<file path="config.mk">
export PLATFORM = sky130hd
export DESIGN_NAME = apb3_irq_timer_ctrl
export DESIGN_NICKNAME = d
export VERILOG_FILES = /design/src/rtl/apb3_irq_timer_ctrl.sv
export SDC_FILE = /design/constraint.sdc
export NUM_CORES = 1
export LEC_CHECK = 0
export BUFFER_PORTS_ARGS = -buffer_cell sky130_fd_sc_hd__buf_2
export CAP_MARGIN = 0
export CELL_PAD_IN_SITES_DETAIL_PLACEMENT = 0
export CELL_PAD_IN_SITES_GLOBAL_PLACEMENT = 2
export CORE_ASPECT_RATIO = 1.2
export CORE_MARGIN = 5
export CORE_UTILIZATION = 34
export DETAILED_ROUTE_END_ITERATION = 16
export GPL_TIMING_DRIVEN = 0
export PLACE_DENSITY = 0.8
export SYNTH_ARGS = -nofsm -noshare
export SYNTH_HDL_FRONTEND = slang
export SYNTH_SLANG_ARGS = --single-unit
</file>
<file path="constraint.sdc">
create_clock -name io_systemClk -period 5 [get_ports io_systemClk]
set_input_delay 0.5 -clock io_systemClk [delete_from_list [all_inputs] [get_ports io_systemClk]]
set_output_delay 0.5 -clock io_systemClk [all_outputs]
set_load 0.01 [all_outputs]
</file>
<file path="src/rtl/apb3_irq_timer_ctrl.sv">
// apb3_irq_timer_ctrl -- APB3 timer raising a pulse/level interrupt, one-shot or periodic.
// Rev 1.0
`default_nettype none

module apb3_irq_timer_ctrl #(
  parameter int          ADDR_WIDTH     = 16,
  parameter logic [31:0] DEFAULT_PERIOD = 32'd1000000000,
  parameter logic [7:0]  DEFAULT_PULSE  = 8'd1
) (
  input  logic                  io_systemClk,
  input  logic                  io_systemReset,
  input  logic [ADDR_WIDTH-1:0] PADDR,
  input  logic                  PSEL,
  input  logic                  PENABLE,
  input  logic                  PWRITE,
  input  logic [31:0]           PWDATA,
  output logic [31:0]           PRDATA,
  output logic                  PREADY,
  output logic                  PSLVERROR,
  output logic                  irq_pulse,
  output logic                  irq_level
);

  localparam logic [1:0] S_IDLE  = 2'd0;
  localparam logic [1:0] S_COUNT = 2'd1;
  localparam logic [1:0] S_PULSE = 2'd2;

  logic [1:0]  state;
  logic        ctrl_en, ctrl_mode, ctrl_irq_en;
  logic [31:0] period_r, count_r, p_sh;
  logic [7:0]  pulse_r, w_sh, w_cnt;
  logic        pend;

  logic        access, wr;
  logic [2:0]  idx;
  logic        wr_ctrl, wr_period, wr_pulse, wr_status;
  logic        start, stop, count_done, pulse_done, running;
  logic [31:0] p_last;
  logic [7:0]  w_last;
  logic [31:0] rdata;
  logic        unused_addr;

  assign access      = PSEL & PENABLE;
  assign wr          = access & PWRITE;
  assign idx         = PADDR[4:2];
  assign unused_addr = ^{PADDR[ADDR_WIDTH-1:5], PADDR[1:0]};

  assign wr_ctrl   = wr && (idx == 3'd0);
  assign wr_period = wr && (idx == 3'd1);
  assign wr_pulse  = wr && (idx == 3'd2);
  assign wr_status = wr && (idx == 3'd4);

  // A zero PERIOD or PULSE behaves as one cycle.
  assign p_last = (p_sh == 32'd0) ? 32'd0 : p_sh - 32'd1;
  assign w_last = (w_sh == 8'd0)  ? 8'd0  : w_sh - 8'd1;

  assign start      = wr_ctrl & PWDATA[0] & ~ctrl_en;
  assign stop       = wr_ctrl & ~PWDATA[0];
  assign count_done = (state == S_COUNT) && (count_r == p_last);
  assign pulse_done = (state == S_PULSE) && (w_cnt == w_last);
  assign running    = (state != S_IDLE);

  always_ff @(posedge io_systemClk) begin
    if (io_systemReset) begin
      state       <= S_IDLE;
      ctrl_en     <= 1'b0;
      ctrl_mode   <= 1'b0;
      ctrl_irq_en <= 1'b0;
      period_r    <= DEFAULT_PERIOD;
      pulse_r     <= DEFAULT_PULSE;
      count_r     <= 32'd0;
      p_sh        <= DEFAULT_PERIOD;
      w_sh        <= DEFAULT_PULSE;
      w_cnt       <= 8'd0;
      pend        <= 1'b0;
    end else begin
      if (wr_ctrl) begin
        ctrl_en     <= PWDATA[0];
        ctrl_mode   <= PWDATA[1];
        ctrl_irq_en <= PWDATA[2];
      end
      // One-shot completion clears EN even if software rewrites EN=1 on the same edge.
      if (pulse_done && !ctrl_mode) begin
        ctrl_en <= 1'b0;
      end
      if (wr_period) begin
        period_r <= PWDATA;
      end
      if (wr_pulse) begin
        pulse_r <= PWDATA[7:0];
      end

      // Hardware set beats a simultaneous W1C.
      if (count_done && !stop) begin
        pend <= 1'b1;
      end else if (wr_status && PWDATA[0]) begin
        pend <= 1'b0;
      end

      if (stop) begin
        state <= S_IDLE;
      end else begin
        case (state)
          S_IDLE: begin
            if (start) begin
              state   <= S_COUNT;
              count_r <= 32'd0;
              p_sh    <= period_r;
              w_sh    <= pulse_r;
            end
          end
          S_COUNT: begin
            if (count_r == p_last) begin
              state <= S_PULSE;
              w_cnt <= 8'd0;
            end else begin
              count_r <= count_r + 32'd1;
            end
          end
          S_PULSE: begin
            if (w_cnt == w_last) begin
              if (ctrl_mode) begin
                state   <= S_COUNT;
                count_r <= 32'd0;
                p_sh    <= period_r;
                w_sh    <= pulse_r;
              end else begin
                state <= S_IDLE;
              end
            end else begin
              w_cnt <= w_cnt + 8'd1;
            end
          end
          default: state <= S_IDLE;
        endcase
      end
    end
  end

  always_comb begin
    rdata = 32'd0;
    case (idx)
      3'd0:    rdata = {29'd0, ctrl_irq_en, ctrl_mode, ctrl_en};
      3'd1:    rdata = period_r;
      3'd2:    rdata = {24'd0, pulse_r};
      3'd3:    rdata = count_r;
      3'd4:    rdata = {30'd0, running, pend};
      default: rdata = 32'd0;
    endcase
  end

  assign PREADY    = access;
  assign PRDATA    = (access && !PWRITE && !io_systemReset) ? rdata : 32'd0;
  assign PSLVERROR = access && !io_systemReset && (idx >= 3'd5);
  assign irq_pulse = (state == S_PULSE);
  assign irq_level = pend & ctrl_irq_en;

endmodule

`default_nettype wire

</file>
# Word level (Yosys, flattened, before mapping)
# Cells that the tools add are included.
[classes]
muxes = 27
bitwise_logic = 9
add_sub_neg = 4
magnitude_cmp = 1
n_eq_ne = 14
reduce_logical = 32
[op_table]
columns = ["operator", "count"]
rows = [
  ["two-way mux 32 bit", 9],
  ["case mux 32 bit (5 select lines)", 1],
  ["case mux 32 bit (3 select lines)", 1],
  ["case mux 32 bit (2 select lines)", 1],
  ["two-way mux 8 bit", 6],
  ["adder 32 x 1 -> 32 bit, second input constant", 1],
  ["== test 32 bit", 1],
  ["logical NOT 32 bit", 1],
  ["case mux 8 bit (2 select lines)", 2],
  ["subtractor 32 x 1 -> 32 bit, second input constant", 1],
  ["logical AND 1 bit", 13],
  ["adder 8 x 1 -> 8 bit, second input constant", 1],
  ["== test 8 bit", 1],
  ["logical NOT 8 bit", 1],
  ["nonzero test 2 bit", 4],
  ["subtractor 8 x 1 -> 8 bit, second input constant", 1],
  ["bitwise AND 1 bit", 6],
  ["== test 3 x 2 -> 1 bit, second input constant", 2],
  ["two-way mux 2 bit", 3],
  ["!= test 2 x 1 -> 1 bit, second input constant", 3],
  ["!= test 2 bit, second input constant", 3],
  ["case mux 2 bit (3 select lines)", 1],
  ["AND reduction 6 bit", 1],
  ["AND reduction 5 bit", 1],
  ["14 further kinds", 22],
]
[word_totals]
output_inout_bits = 36
word_cells = 98
ff_bits = 126

# Logic depth before layout (Yosys ltp)
# Gate-level depths: netlist of the first run.
[logic_depth]
depth_word = 7
mapped_depth = 15

# Least setup slack after synthesis of the first run
# Ideal clock, no wire load.
[synth_path]
kind = "register to register"
start = "register w_sh[2]"
end = "register count_r[29]"
period_less_slack_ns = 3.657
t_arrival_ns = 3.587
path_slack_ns = 1.343
n_path_buf = 2
stages_incl_launch_ff = 12
setup_time_ns = 0.070
path_cell_list = "dfxtp_1 or4_4 or4_1 clkbuf_1 or3_1 a2111oi_4 a21boi_2 a21o_1 buf_2 or4_1 or3_1 a21oi_1"
[synth_via]
elab_chain_len = 5
elab_cells_between_ends = 6
[synth_lines]
columns = ["item", "line", "source"]
rows = [
  ["start, declared", "31", "logic [7:0] pulse_r, w_sh, w_cnt;"],
  ["start signal, assigned", "109", "w_sh <= pulse_r;"],
  ["start signal, assigned", "126", "w_sh <= pulse_r;"],
  ["subtractor 8 x 1 -> 8 bit / logical NOT 8 bit (equally long branches)", "55", "assign w_last = (w_sh == 8'd0) ? 8'd0 : w_sh - 8'd1;"],
  ["two-way mux 8 bit *", "55", ""],
  ["== test 8 bit *", "121", "if (w_cnt == w_last) begin"],
  ["!= test 2 x 1 -> 1 bit (no line) *", "n/a", ""],
  ["AND reduction 6 bit (no line) *", "n/a", ""],
  ["end signal, assigned", "117", "count_r <= count_r + 32'd1;"],
  ["end, declared", "30", "logic [31:0] period_r, count_r, p_sh;"],
]
# Every way passes the cells marked *; elsewhere a longest branch is shown, timed or not.
# A chain may end at the register's enable or synchronous reset.

# Worst setup path in the final report of the first run
[layout_path]
start = "register p_sh[2]"
end = "register count_r[27]"
[layout_via]
elab_chain_len = 5
elab_cells_between_ends = 6
[layout_lines]
columns = ["item", "line", "source"]
rows = [
  ["start, declared", "30", ""],
  ["start signal, assigned", "108", "p_sh <= period_r;"],
  ["start signal, assigned", "125", "p_sh <= period_r;"],
  ["subtractor 32 x 1 -> 32 bit / logical NOT 32 bit (equally long branches)", "54", "assign p_last = (p_sh == 32'd0) ? 32'd0 : p_sh - 32'd1;"],
  ["two-way mux 32 bit *", "54", ""],
  ["== test 32 bit *", "113", "if (count_r == p_last) begin"],
  ["!= test 2 bit (no line) *", "n/a", ""],
  ["AND reduction 6 bit (no line) *", "n/a", ""],
]
# Marks and branches as above.

==> impl_metrics.env, run 1 <==
export IMPL_grt_use_total=0.2289
export IMPL_die_width_um=148.5
export IMPL_hold_path_class="primary input to flip-flop"
export IMPL_synth_edf_count=0
export IMPL_drive_gt1_frac=0.1276
export IMPL_mostFrequentLayoutCells="181 x nand2_1, 126 x dfxtp_1, 95 x a21oi_1"
export IMPL_ys_seq_elements=126
export IMPL_regArea_um2=2522
export IMPL_rows=60
export IMPL_num_vias=8333
export IMPL_netlist_instances=1067
export IMPL_ant_nets=0
export IMPL_worstPathRequired_ns=5.33
export IMPL_critPathKind="flip-flop to flip-flop"
export IMPL_initial_core_util=0.3474
export IMPL_status="complete, no violations"
export IMPL_tightest_slew_ns=0.9282
export IMPL_rsz0062_at_grt="no"
export IMPL_post_dp_hpwl_um=23290
export IMPL_setup_tns_ns=0
export IMPL_first_iter_violations=530
export IMPL_numPortBuffers=74
export IMPL_synth_top_area_share=0.3224
export IMPL_grt_max_degree=17
export IMPL_cts_sinks=126
export IMPL_multi_input_area_um2=4940
export IMPL_max_cap_viol_count=0
export IMPL_clock_latency_ns=0.43
export IMPL_hold_violations=0
export IMPL_grt_first_pass_wirelength_um=46600
export IMPL_placedCellCount=1420
export IMPL_cp_max_fo=10
export IMPL_cts_path_max_buffers=2
export IMPL_die_h_um=176.2
export IMPL_whs_ns=0.2834
export IMPL_gp_congestion=0.9176
export IMPL_start_kind="flip-flop"
export IMPL_hold_buffers=0
export IMPL_yosysUniqueCellTypes=68
export IMPL_endpoint_kind="flip-flop"
export IMPL_cts_tree="yes"
export IMPL_period_share=0.9106
export IMPL_drv_slew=0
export IMPL_cts_buffers=17
export IMPL_ioPinCount=89
export IMPL_detail_route_wirelength_um=29840
export IMPL_netlist_area_um2=7824
export IMPL_final_core_util=0.4089
export IMPL_n_antenna_cell=0
export IMPL_synthesis_nets=1124
export IMPL_final_common_cell="nand2_1"
export IMPL_power_density_nw_per_um2=264.5
export IMPL_peakVddDrop_uv=209.3
export IMPL_n_fill_cell=2483
export IMPL_ys_warn_count=0
export IMPL_period_needed_ns=4.553
export IMPL_htree_levels=4
export IMPL_cp_arrival_ns=4.89
export IMPL_skew_ns=0.009908
export IMPL_yosysSeqAreaShare=0.3224
export IMPL_synthArstFlopShare=0
export IMPL_slew_headroom=0.3812
export IMPL_synthFlopType="dfxtp_1"
export IMPL_crit_chain="clkbuf_1, nor4_2, nand4_1, clkbuf_1, nor3_1, o221ai_1, nand4b_1, a211oi_1, nand4_1, nor4_1, buf_2, buf_2, o41ai_1, a21oi_1"
export IMPL_syn_to_final_growth_pct=17.72
export IMPL_dr_pass1_iters=5
export IMPL_synth_area_per_cell_um2=7.332
export IMPL_final_cells=1455
export IMPL_first_global_vias=8072
export IMPL_nets=1220
export IMPL_wire_per_inst_um=20.51
export IMPL_p_leak_nw=3.348
export IMPL_clkTransAtPathRegs_ns=0.07
export IMPL_yosysTopAreaCell="dfxtp_1"
export IMPL_routed_via_density=5.727
export IMPL_grt_overflow_total=0
export IMPL_path_buf_inv=4
export IMPL_root_buffer="clkbuf_16"
export IMPL_critPathTopFamily="simple AND/OR/NAND/NOR gates"
export IMPL_timing_fmax_mhz=219.6
export IMPL_finalWorstSetupSlack_ns=0.4470
export IMPL_synth_area_leaders="dfxtp_1 32%, nand2_1 8.7%, a21oi_1 6.1%"
export IMPL_antenna_found_initial=1
export IMPL_worst_path_max_delay_cell="nor4_2"
export IMPL_max_stage_delay_ns=0.55
export IMPL_core_area_um2=22520
export IMPL_drc=0
export IMPL_setup_violations=0
export IMPL_die_area_um2=26160
export IMPL_place_ws_ns=0.1302
through the flow:
| step | power (mW) | cell area, um^2 |
|---|---|---|
| after detailed placement | 1.166 | 8543 |
| final | 2.436 | 9210 |
| after global placement | 1.165 | 8543 |
| after CTS | 2.455 | 9146 |
| after global routing | 2.524 | 9210 |
| after floorplan | 1.111 | 7824 |
registers in the layout, indices dropped and copies added (netlist names):
name / cells
pulse_r: 8
ctrl_mode: 1
ctrl_en: 1
period_r: 32
p_sh: 32
w_sh: 8
pend: 1
count_r: 32
w_cnt: 8
state: 2
ctrl_irq_en: 1
final cells by class:
type                    count  area share
plain buffers              84     0.03505
clock buffers              17     0.04619
clock inverters            15     0.01929
inverters                  18    0.007336
multi-input cells         839      0.5363
flip-flops and latches    126      0.2739
well taps                 279     0.03790
repair buffers             77     0.04402
report_power, final:
group / leakage, nW / internal, mW / switching (mW)
Sequential: 1.02 / 1.01 / 0.00840
Clock: 0.287 / 0.753 / 0.539
Combinational: 2.04 / 0.0415 / 0.0833
worst register-to-register path, cell delays in order (launching register included):
cell and delay [ns]:
dfxtp_1 0.30, clkbuf_1 0.18, nor4_2 0.55, nand4_1 0.46, clkbuf_1 0.37, nor3_1 0.32, o221ai_1 0.18, nand4b_1 0.30
a211oi_1 0.28, nand4_1 0.12, nor4_1 0.47, buf_2 0.31, buf_2 0.29, o41ai_1 0.13, a21oi_1 0.20
cells in the mapped netlist (all sizes together), types with 8 or more instances:
library cell and instances:
xor2 14, a22oi 32, buf 11, a21oi 95, or3 32, nor2b 10
and3 18, dfxtp 126, mux2 11, inv 18, o21ai 30, nor3 34
nor2 76, and2 8, nand3 59, nor4 26, mux2i 18, o31ai 19
nand2 181, clkbuf 73, or2 8, xnor2 26, or4 30, nand4 27
cell families (layout without fill, tap and decap cells):
| logic type | count (synthesis) | in the layout | synth area share |
|---|---|---|---|
| mux | 29 | 29 | 0.03886 |
| compound gates | 233 | 233 | 0.1932 |
| flops | 126 | 126 | 0.3224 |
| xor+xnor | 40 | 40 | 0.04478 |
| simple gates | 533 | 533 | 0.3445 |
| fa+ha+maj | 4 | 4 | 0.006397 |
| buf+inv | 102 | 211 | 0.04990 |
path summary, 6_finish.rpt:
check	cells after the start	slack (ns)	end	from
worst max register to register	14	0.45	count_r[27]$_SDFFE_PP0P_	p_sh[2]$_SDFFE_PP0P_
worst min register to register	2	0.48	period_r[2]$_SDFFE_PP0P_	period_r[2]$_SDFFE_PP0P_
worst max-delay path	14	0.45	count_r[27]$_SDFFE_PP0P_	p_sh[2]$_SDFFE_PP0P_
worst min-delay path	3	0.28	period_r[15]$_SDFFE_PP1P_	PWDATA[15]
layer usage:
layer  global-route usage  up-vias  wire length (um)
li1                     -     4085                 -
met5                    0        -                13
met2               0.3788      242             14340
met3              0.04852       64              1456
met4              0.09935        2              1173
met1               0.2870     3940             12860
what timing repair did:
action | in CTS | in global routing
setup endpoints to repair | 0 | 35
resized for setup | 0 | 3
setup buffers | 0 | 3
Power figures use the tool's default switching activity.
==> run 2, diff against run 1 <==
--- a/config.mk
+++ b/config.mk
@@ -8,13 +8,13 @@
 export BUFFER_PORTS_ARGS = -buffer_cell sky130_fd_sc_hd__buf_2
 export CAP_MARGIN = 0
 export CELL_PAD_IN_SITES_DETAIL_PLACEMENT = 0
-export CELL_PAD_IN_SITES_GLOBAL_PLACEMENT = 2
+export CELL_PAD_IN_SITES_GLOBAL_PLACEMENT = 1
 export CORE_ASPECT_RATIO = 1.2
 export CORE_MARGIN = 5
-export CORE_UTILIZATION = 34
+export CORE_UTILIZATION = 43
 export DETAILED_ROUTE_END_ITERATION = 16
 export GPL_TIMING_DRIVEN = 0
-export PLACE_DENSITY = 0.8
+export PLACE_DENSITY = 0.79
 export SYNTH_ARGS = -nofsm -noshare
 export SYNTH_HDL_FRONTEND = slang
 export SYNTH_SLANG_ARGS = --single-unit
==> impl_metrics.env, run 2 (synthesis results as in run 1) <==
export IMPL_syn_to_final_growth_pct=15.82
export IMPL_path_buf_inv=4
export IMPL_timing_fmax_mhz=214.3
export IMPL_ioPinCount=89
export IMPL_die_h_um=157.8
export IMPL_wire_per_inst_um=19.73
export IMPL_clock_latency_ns=0.43
export IMPL_rsz0062_at_grt="no"
export IMPL_r2r_cells=14
export IMPL_max_cap_viol_count=0
export IMPL_period_share=0.9334
export IMPL_status="complete, no violations"
export IMPL_worst_path_max_delay_cell="nor4_1"
export IMPL_ant_nets=0
export IMPL_crit_cells=14
export IMPL_first_global_vias=7749
export IMPL_post_cts_setup_buffer_count=0
export IMPL_routed_via_density=5.931
export IMPL_power_density_nw_per_um2=258.2
export IMPL_grt_use_total=0.2611
export IMPL_final_common_cell="nand2_1"
export IMPL_drv_slew=0
export IMPL_p_leak_nw=3.304
export IMPL_peakVddDrop_uv=229.9
export IMPL_nets=1217
export IMPL_critPathKind="flip-flop to flip-flop"
export IMPL_cts_buffers=17
export IMPL_antenna_found_initial=0
export IMPL_cp_arrival_ns=5.02
export IMPL_grt_overflow_total=0
export IMPL_root_buffer="clkbuf_16"
export IMPL_start_kind="flip-flop"
export IMPL_hold_buffers=0
export IMPL_final_core_util=0.5023
export IMPL_clkTransAtPathRegs_ns=0.06
export IMPL_die_width_um=133.1
export IMPL_skew_ns=0.008205
export IMPL_num_vias=8286
export IMPL_period_needed_ns=4.667
export IMPL_setup_tns_ns=0
export IMPL_largestRegisters="count_r x32, p_sh x32, period_r x32"
export IMPL_gp_congestion=0.9213
export IMPL_tightest_slew_ns=0.9357
export IMPL_hold_depth=3
export IMPL_core_area_um2=18040
export IMPL_drc=0
export IMPL_hold_path_class="primary input to flip-flop"
export IMPL_initial_core_util=0.4337
export IMPL_hold_violations=0
export IMPL_worstPathRequired_ns=5.35
export IMPL_post_dp_hpwl_um=21200
export IMPL_max_stage_delay_ns=0.80
export IMPL_place_ws_ns=0.2429
export IMPL_post_cts_resized=0
export IMPL_first_iter_violations=743
export IMPL_detail_route_wirelength_um=27560
export IMPL_placedCellCount=1365
export IMPL_cts_sinks=126
export IMPL_endpoint_kind="flip-flop"
export IMPL_crit_chain="clkbuf_1, nor4_1, nand4_1, clkbuf_1, nor3_1, o221ai_1, nand4b_1, a211oi_1, nand4_1, nor4_1, buf_2, buf_2, o41ai_1, a21oi_1"
export IMPL_n_antenna_cell=0
export IMPL_numPortBuffers=74
export IMPL_grt_max_degree=17
export IMPL_drive_gt1_frac=0.1236
export IMPL_cts_path_max_buffers=2
export IMPL_rows=54
export IMPL_cp_max_fo=10
export IMPL_cts_tree="yes"
export IMPL_grt_first_pass_wirelength_um=43070
export IMPL_mostFrequentLayoutCells="181 x nand2_1, 126 x dfxtp_1, 95 x a21oi_1"
export IMPL_slew_headroom=0.3705
export IMPL_setup_violations=0
export IMPL_htree_levels=4
export IMPL_dr_pass1_iters=5
export IMPL_critPathTopFamily="simple AND/OR/NAND/NOR gates"
export IMPL_finalWorstSetupSlack_ns=0.3328
export IMPL_die_area_um2=21000
export IMPL_final_cells=1397
## run 2: worst min-delay path, stage by stage
cell and delay, ns:
buf_2 0.07, nand2_1 0.04, nand3_1 0.06
## run 2: path summary, 6_finish.rpt
kind	startpoint	slack (ns)	to
setup / recovery	p_sh[2]$_SDFFE_PP0P_	0.33	count_r[27]$_SDFFE_PP0P_
hold / removal	PWDATA[11]	0.28	period_r[11]$_SDFFE_PP1P_
setup reg to reg	p_sh[2]$_SDFFE_PP0P_	0.33	count_r[27]$_SDFFE_PP0P_
hold reg to reg	period_r[13]$_SDFFE_PP0P_	0.48	p_sh[13]$_SDFFE_PP0P_
## run 2: per-stage QoR
step                      instance area (um^2)  total power, mW  hold WS, ns
after floorplan                           7824            1.111       0.4420
after global placement                    8474            1.162       0.4635
after detailed placement                  8474            1.163       0.4665
after CTS                                 9039            2.351       0.2698
after global routing                      9061            2.416       0.2784
final                                     9061            2.340       0.2782
## run 2: report_power, final
| part | internal (mW) | switching, mW | leakage, nW |
|---|---|---|---|
| Clock | 0.691 | 0.507 | 0.264 |
| Combinational | 0.0415 | 0.0811 | 2.02 |
| Sequential | 1.01 | 0.00851 | 1.02 |
## run 2: final cells by class
cell class                      count  area [um^2]
Buffer                             84        322.8
Clock inverter                     14        135.1
Sequential cell                   126         2522
Timing Repair Buffer               74        370.4
Inverter                           18        67.56
Clock buffer                       18        429.2
Fill cell                        1913         8979
Tap cell                          224        280.3
Multi-Input combinational cell    839         4933
## run 2: layer usage
layer	vias up	share of wire	GRT usage
li1	4078	-	-
met4	0	0.032	0.1029
met1	3881	0.42	0.3217
met2	281	0.49	0.4593
met5	-	0	0
met3	46	0.056	0.04100
==> run 3, diff against run 2 <==
--- a/config.mk
+++ b/config.mk
@@ -5,16 +5,17 @@
 export SDC_FILE = /design/constraint.sdc
 export NUM_CORES = 1
 export LEC_CHECK = 0
+export ABC_AREA = 1
 export BUFFER_PORTS_ARGS = -buffer_cell sky130_fd_sc_hd__buf_2
 export CAP_MARGIN = 0
 export CELL_PAD_IN_SITES_DETAIL_PLACEMENT = 0
 export CELL_PAD_IN_SITES_GLOBAL_PLACEMENT = 1
 export CORE_ASPECT_RATIO = 1.2
 export CORE_MARGIN = 5
-export CORE_UTILIZATION = 43
+export CORE_UTILIZATION = 38
 export DETAILED_ROUTE_END_ITERATION = 16
 export GPL_TIMING_DRIVEN = 0
-export PLACE_DENSITY = 0.79
+export PLACE_DENSITY = 0.76
 export SYNTH_ARGS = -nofsm -noshare
 export SYNTH_HDL_FRONTEND = slang
 export SYNTH_SLANG_ARGS = --single-unit
==> constraint.sdc (replaced) <==
create_clock -name io_systemClk -period 3.8 [get_ports io_systemClk]
set_input_delay 0.38 -clock io_systemClk [delete_from_list [all_inputs] [get_ports io_systemClk]]
set_output_delay 0.38 -clock io_systemClk [all_outputs]
set_load 0.01 [all_outputs]
==> impl_metrics.env, run 3 <==
export IMPL_initial_core_util=0.3878
export IMPL_post_cts_setup_buffer_count=0
export IMPL_reg2reg_from="p_sh[0]$_SDFFE_PP0P_"
export IMPL_n_antenna_cell=0
export IMPL_p_sw_frac=0.2621
export IMPL_hold_buffers=0
export IMPL_internal_power_mw=2.371
export IMPL_grt_first_pass_wirelength_um=48260
export IMPL_drc=0
export IMPL_synth_area_per_cell_um2=6.268
export IMPL_synth_top_area_share=0.3091
export IMPL_cts_sinks=126
export IMPL_first_global_vias=8906
export IMPL_clock_latency_ns=0.43
export IMPL_die_area_um2=24520
export IMPL_p_leak_nw=3.791
export IMPL_hold_violations=0
export IMPL_netlist_area_um2=8160
export IMPL_tightest_slew_ns=1.459
export IMPL_netlist_instances=1302
export IMPL_yosysMostFrequentCell="nand2_1"
export IMPL_synth_common_cells="295 x nand2_1, 184 x nor2_1, 150 x inv_1"
export IMPL_setup_violations=0
export IMPL_core_area_um2=21050
export IMPL_synthArstFlopShare=0
export IMPL_hold_depth=3
export IMPL_die_width_um=143.8
export IMPL_ys_seq_elements=126
export IMPL_syn_to_final_growth_pct=15.81
export IMPL_cp_arrival_ns=3.77
export IMPL_grt_max_degree=17
export IMPL_first_iter_violations=681
export IMPL_final_common_cell="nand2_1"
export IMPL_endpoint="period_r[1]$_SDFFE_PP0P_"
export IMPL_period_share=0.9177
export IMPL_yosysUniqueCellTypes=38
export IMPL_ioPinCount=89
export IMPL_place_ws_ns=0.01150
export IMPL_rr_endpoint="count_r[12]$_SDFFE_PP0P_"
export IMPL_peakVddDrop_uv=299.8
export IMPL_wire_per_inst_um=18.30
export IMPL_largestRegisters="count_r x32, p_sh x32, period_r x32"
export IMPL_cts_tree="yes"
export IMPL_hold_path_class="primary input to flip-flop"
export IMPL_drv_slew=0
export IMPL_post_cts_resized=0
export IMPL_start_kind="primary input"
export IMPL_p_comb_frac=0.061
export IMPL_die_h_um=170.5
export IMPL_grt_use_total=0.2575
export IMPL_reg2reg_slack_ns=0.85
export IMPL_endpoint_kind="flip-flop"
export IMPL_timing_fmax_mhz=286.8
export IMPL_n_fill_cell=2321
export IMPL_cts_path_max_buffers=2
export IMPL_switching_power_mw=0.8422
export IMPL_ys_warn_count=0
export IMPL_yosysTopAreaCell="dfxtp_1"
export IMPL_synth_edf_count=0
export IMPL_detail_route_wirelength_um=30670
export IMPL_rows=58
export IMPL_finalWorstSetupSlack_ns=0.3127
export IMPL_post_dp_hpwl_um=24540
export IMPL_routed_via_density=5.399
export IMPL_skew_ns=0.009634
export IMPL_numPortBuffers=73
export IMPL_power_density_nw_per_um2=340.0
export IMPL_gp_congestion=0.9493
export IMPL_grt_overflow_total=0
export IMPL_htree_levels=4
export IMPL_cts_buffers=17
export IMPL_setup_tns_ns=0
export IMPL_clkTransAtPathRegs_ns=0.06
export IMPL_worstSetupStartpoint="PADDR[4]"
export IMPL_critPathKind="primary input to flip-flop"
export IMPL_num_vias=9049
export IMPL_root_buffer="clkbuf_16"
export IMPL_cp_max_fo=10
export IMPL_mostFrequentLayoutCells="295 x nand2_1, 184 x nor2_1, 150 x inv_1"
export IMPL_synthesis_nets=1359
export IMPL_yosysSeqAreaShare=0.3091
export IMPL_status="complete, no violations"
export IMPL_synth_area_leaders="dfxtp_1 31%, nand2_1 14%, nor2_1 8.5%"
export IMPL_antenna_found_initial=0
export IMPL_max_cap_viol_count=0
export IMPL_slew_headroom=0.01994
export IMPL_drive_gt1_frac=0.1067
export IMPL_nets=1451
export IMPL_dr_pass1_iters=6
export IMPL_period_needed_ns=3.487
export IMPL_rsz0062_at_grt="no"
export IMPL_r2r_cells=18
export IMPL_power_frac_seq=0.419
export IMPL_worstPathRequired_ns=4.08
export IMPL_ant_nets=0
export IMPL_clock_power_share=0.520
export IMPL_synthFlopType="dfxtp_1"
==> run 3: logic make-up (layout without fill, tap and decap cells) <==
| group | count (synthesis) | count (layout) | synth area share |
|---|---|---|---|
| XOR/XNOR | 45 | 45 | 0.04830 |
| buffers and inverters | 217 | 321 | 0.1087 |
| flip-flops | 126 | 126 | 0.3091 |
| adder cells (fa/ha/maj) | 4 | 4 | 0.006133 |
| AND/OR/NAND/NOR | 668 | 668 | 0.3580 |
| AO/OA/AOI/OAI | 242 | 242 | 0.1697 |
==> run 3: worst min-delay path by stage <==
stage / from / to
after global placement: w_sh[0]$_SDFFE_PP1P_ / w_sh[0]$_SDFFE_PP1P_
after floorplan: period_r[1]$_SDFFE_PP0P_ / p_sh[1]$_SDFFE_PP0P_
after detailed placement: period_r[18]$_SDFFE_PP0P_ / p_sh[18]$_SDFFE_PP0P_
final: PWDATA[20] / period_r[20]$_SDFFE_PP1P_
after global routing: PWDATA[29] / period_r[29]$_SDFFE_PP1P_
after CTS: PWDATA[29] / period_r[29]$_SDFFE_PP1P_
==> run 3: power by group through the flow <==
stage	sequential, mW	clock, mW	combinational [mW]
detailed placement	1.38	0	0.194
global placement	1.38	0	0.192
finish	1.35	1.67	0.195
floorplan	1.37	0	0.124
global route	1.35	1.73	0.221
CTS	1.35	1.68	0.194
==> run 3: worst max-delay path, stage by stage <==
cell and delay (ns):
clkbuf_1 0.15, nor3_1 1.17, inv_1 0.42, nor2_1 0.78, inv_1 0.19, clkbuf_1 0.32, o21ai_0 0.28, a21oi_1 0.07
==> run 3: final cells by class <==
type                            instances  area (um^2)  share of cell area
Tap cell                              270        337.8             0.03575
Clock inverter                         14        156.4             0.01655
Buffer                                 63        309.0             0.03270
Timing Repair Buffer                   73        365.4             0.03866
Multi-Input combinational cell        959         4756              0.5032
Sequential cell                       126         2522              0.2669
Clock buffer                           17        425.4             0.04502
Inverter                              154        578.1             0.06117
==> run 3: metal layers <==
| metal | GRT usage | share of wire | vias to the layer above |
|---|---|---|---|
| li1 | - | - | 4471 |
| met1 | 0.3040 | 0.40 | 4237 |
| met2 | 0.4616 | 0.51 | 268 |
| met3 | 0.04054 | 0.050 | 73 |
| met4 | 0.1061 | 0.043 | 0 |
| met5 | 0 | 0 | - |
==> run 3: metrics by stage <==
step                      utilization  instances  cell area, um^2  power [mW]  hold WS [ns]
after floorplan                     -       1302             8160       1.495        0.4441
after global placement         0.4212       1645             8864       1.568        0.4627
after detailed placement       0.4214       1645             8869       1.570        0.4628
after CTS                      0.4490       1676             9450       3.224        0.1526
after global routing           0.4490       1676             9450       3.299        0.1728
final                          0.4490       1676             9450       3.213        0.1583
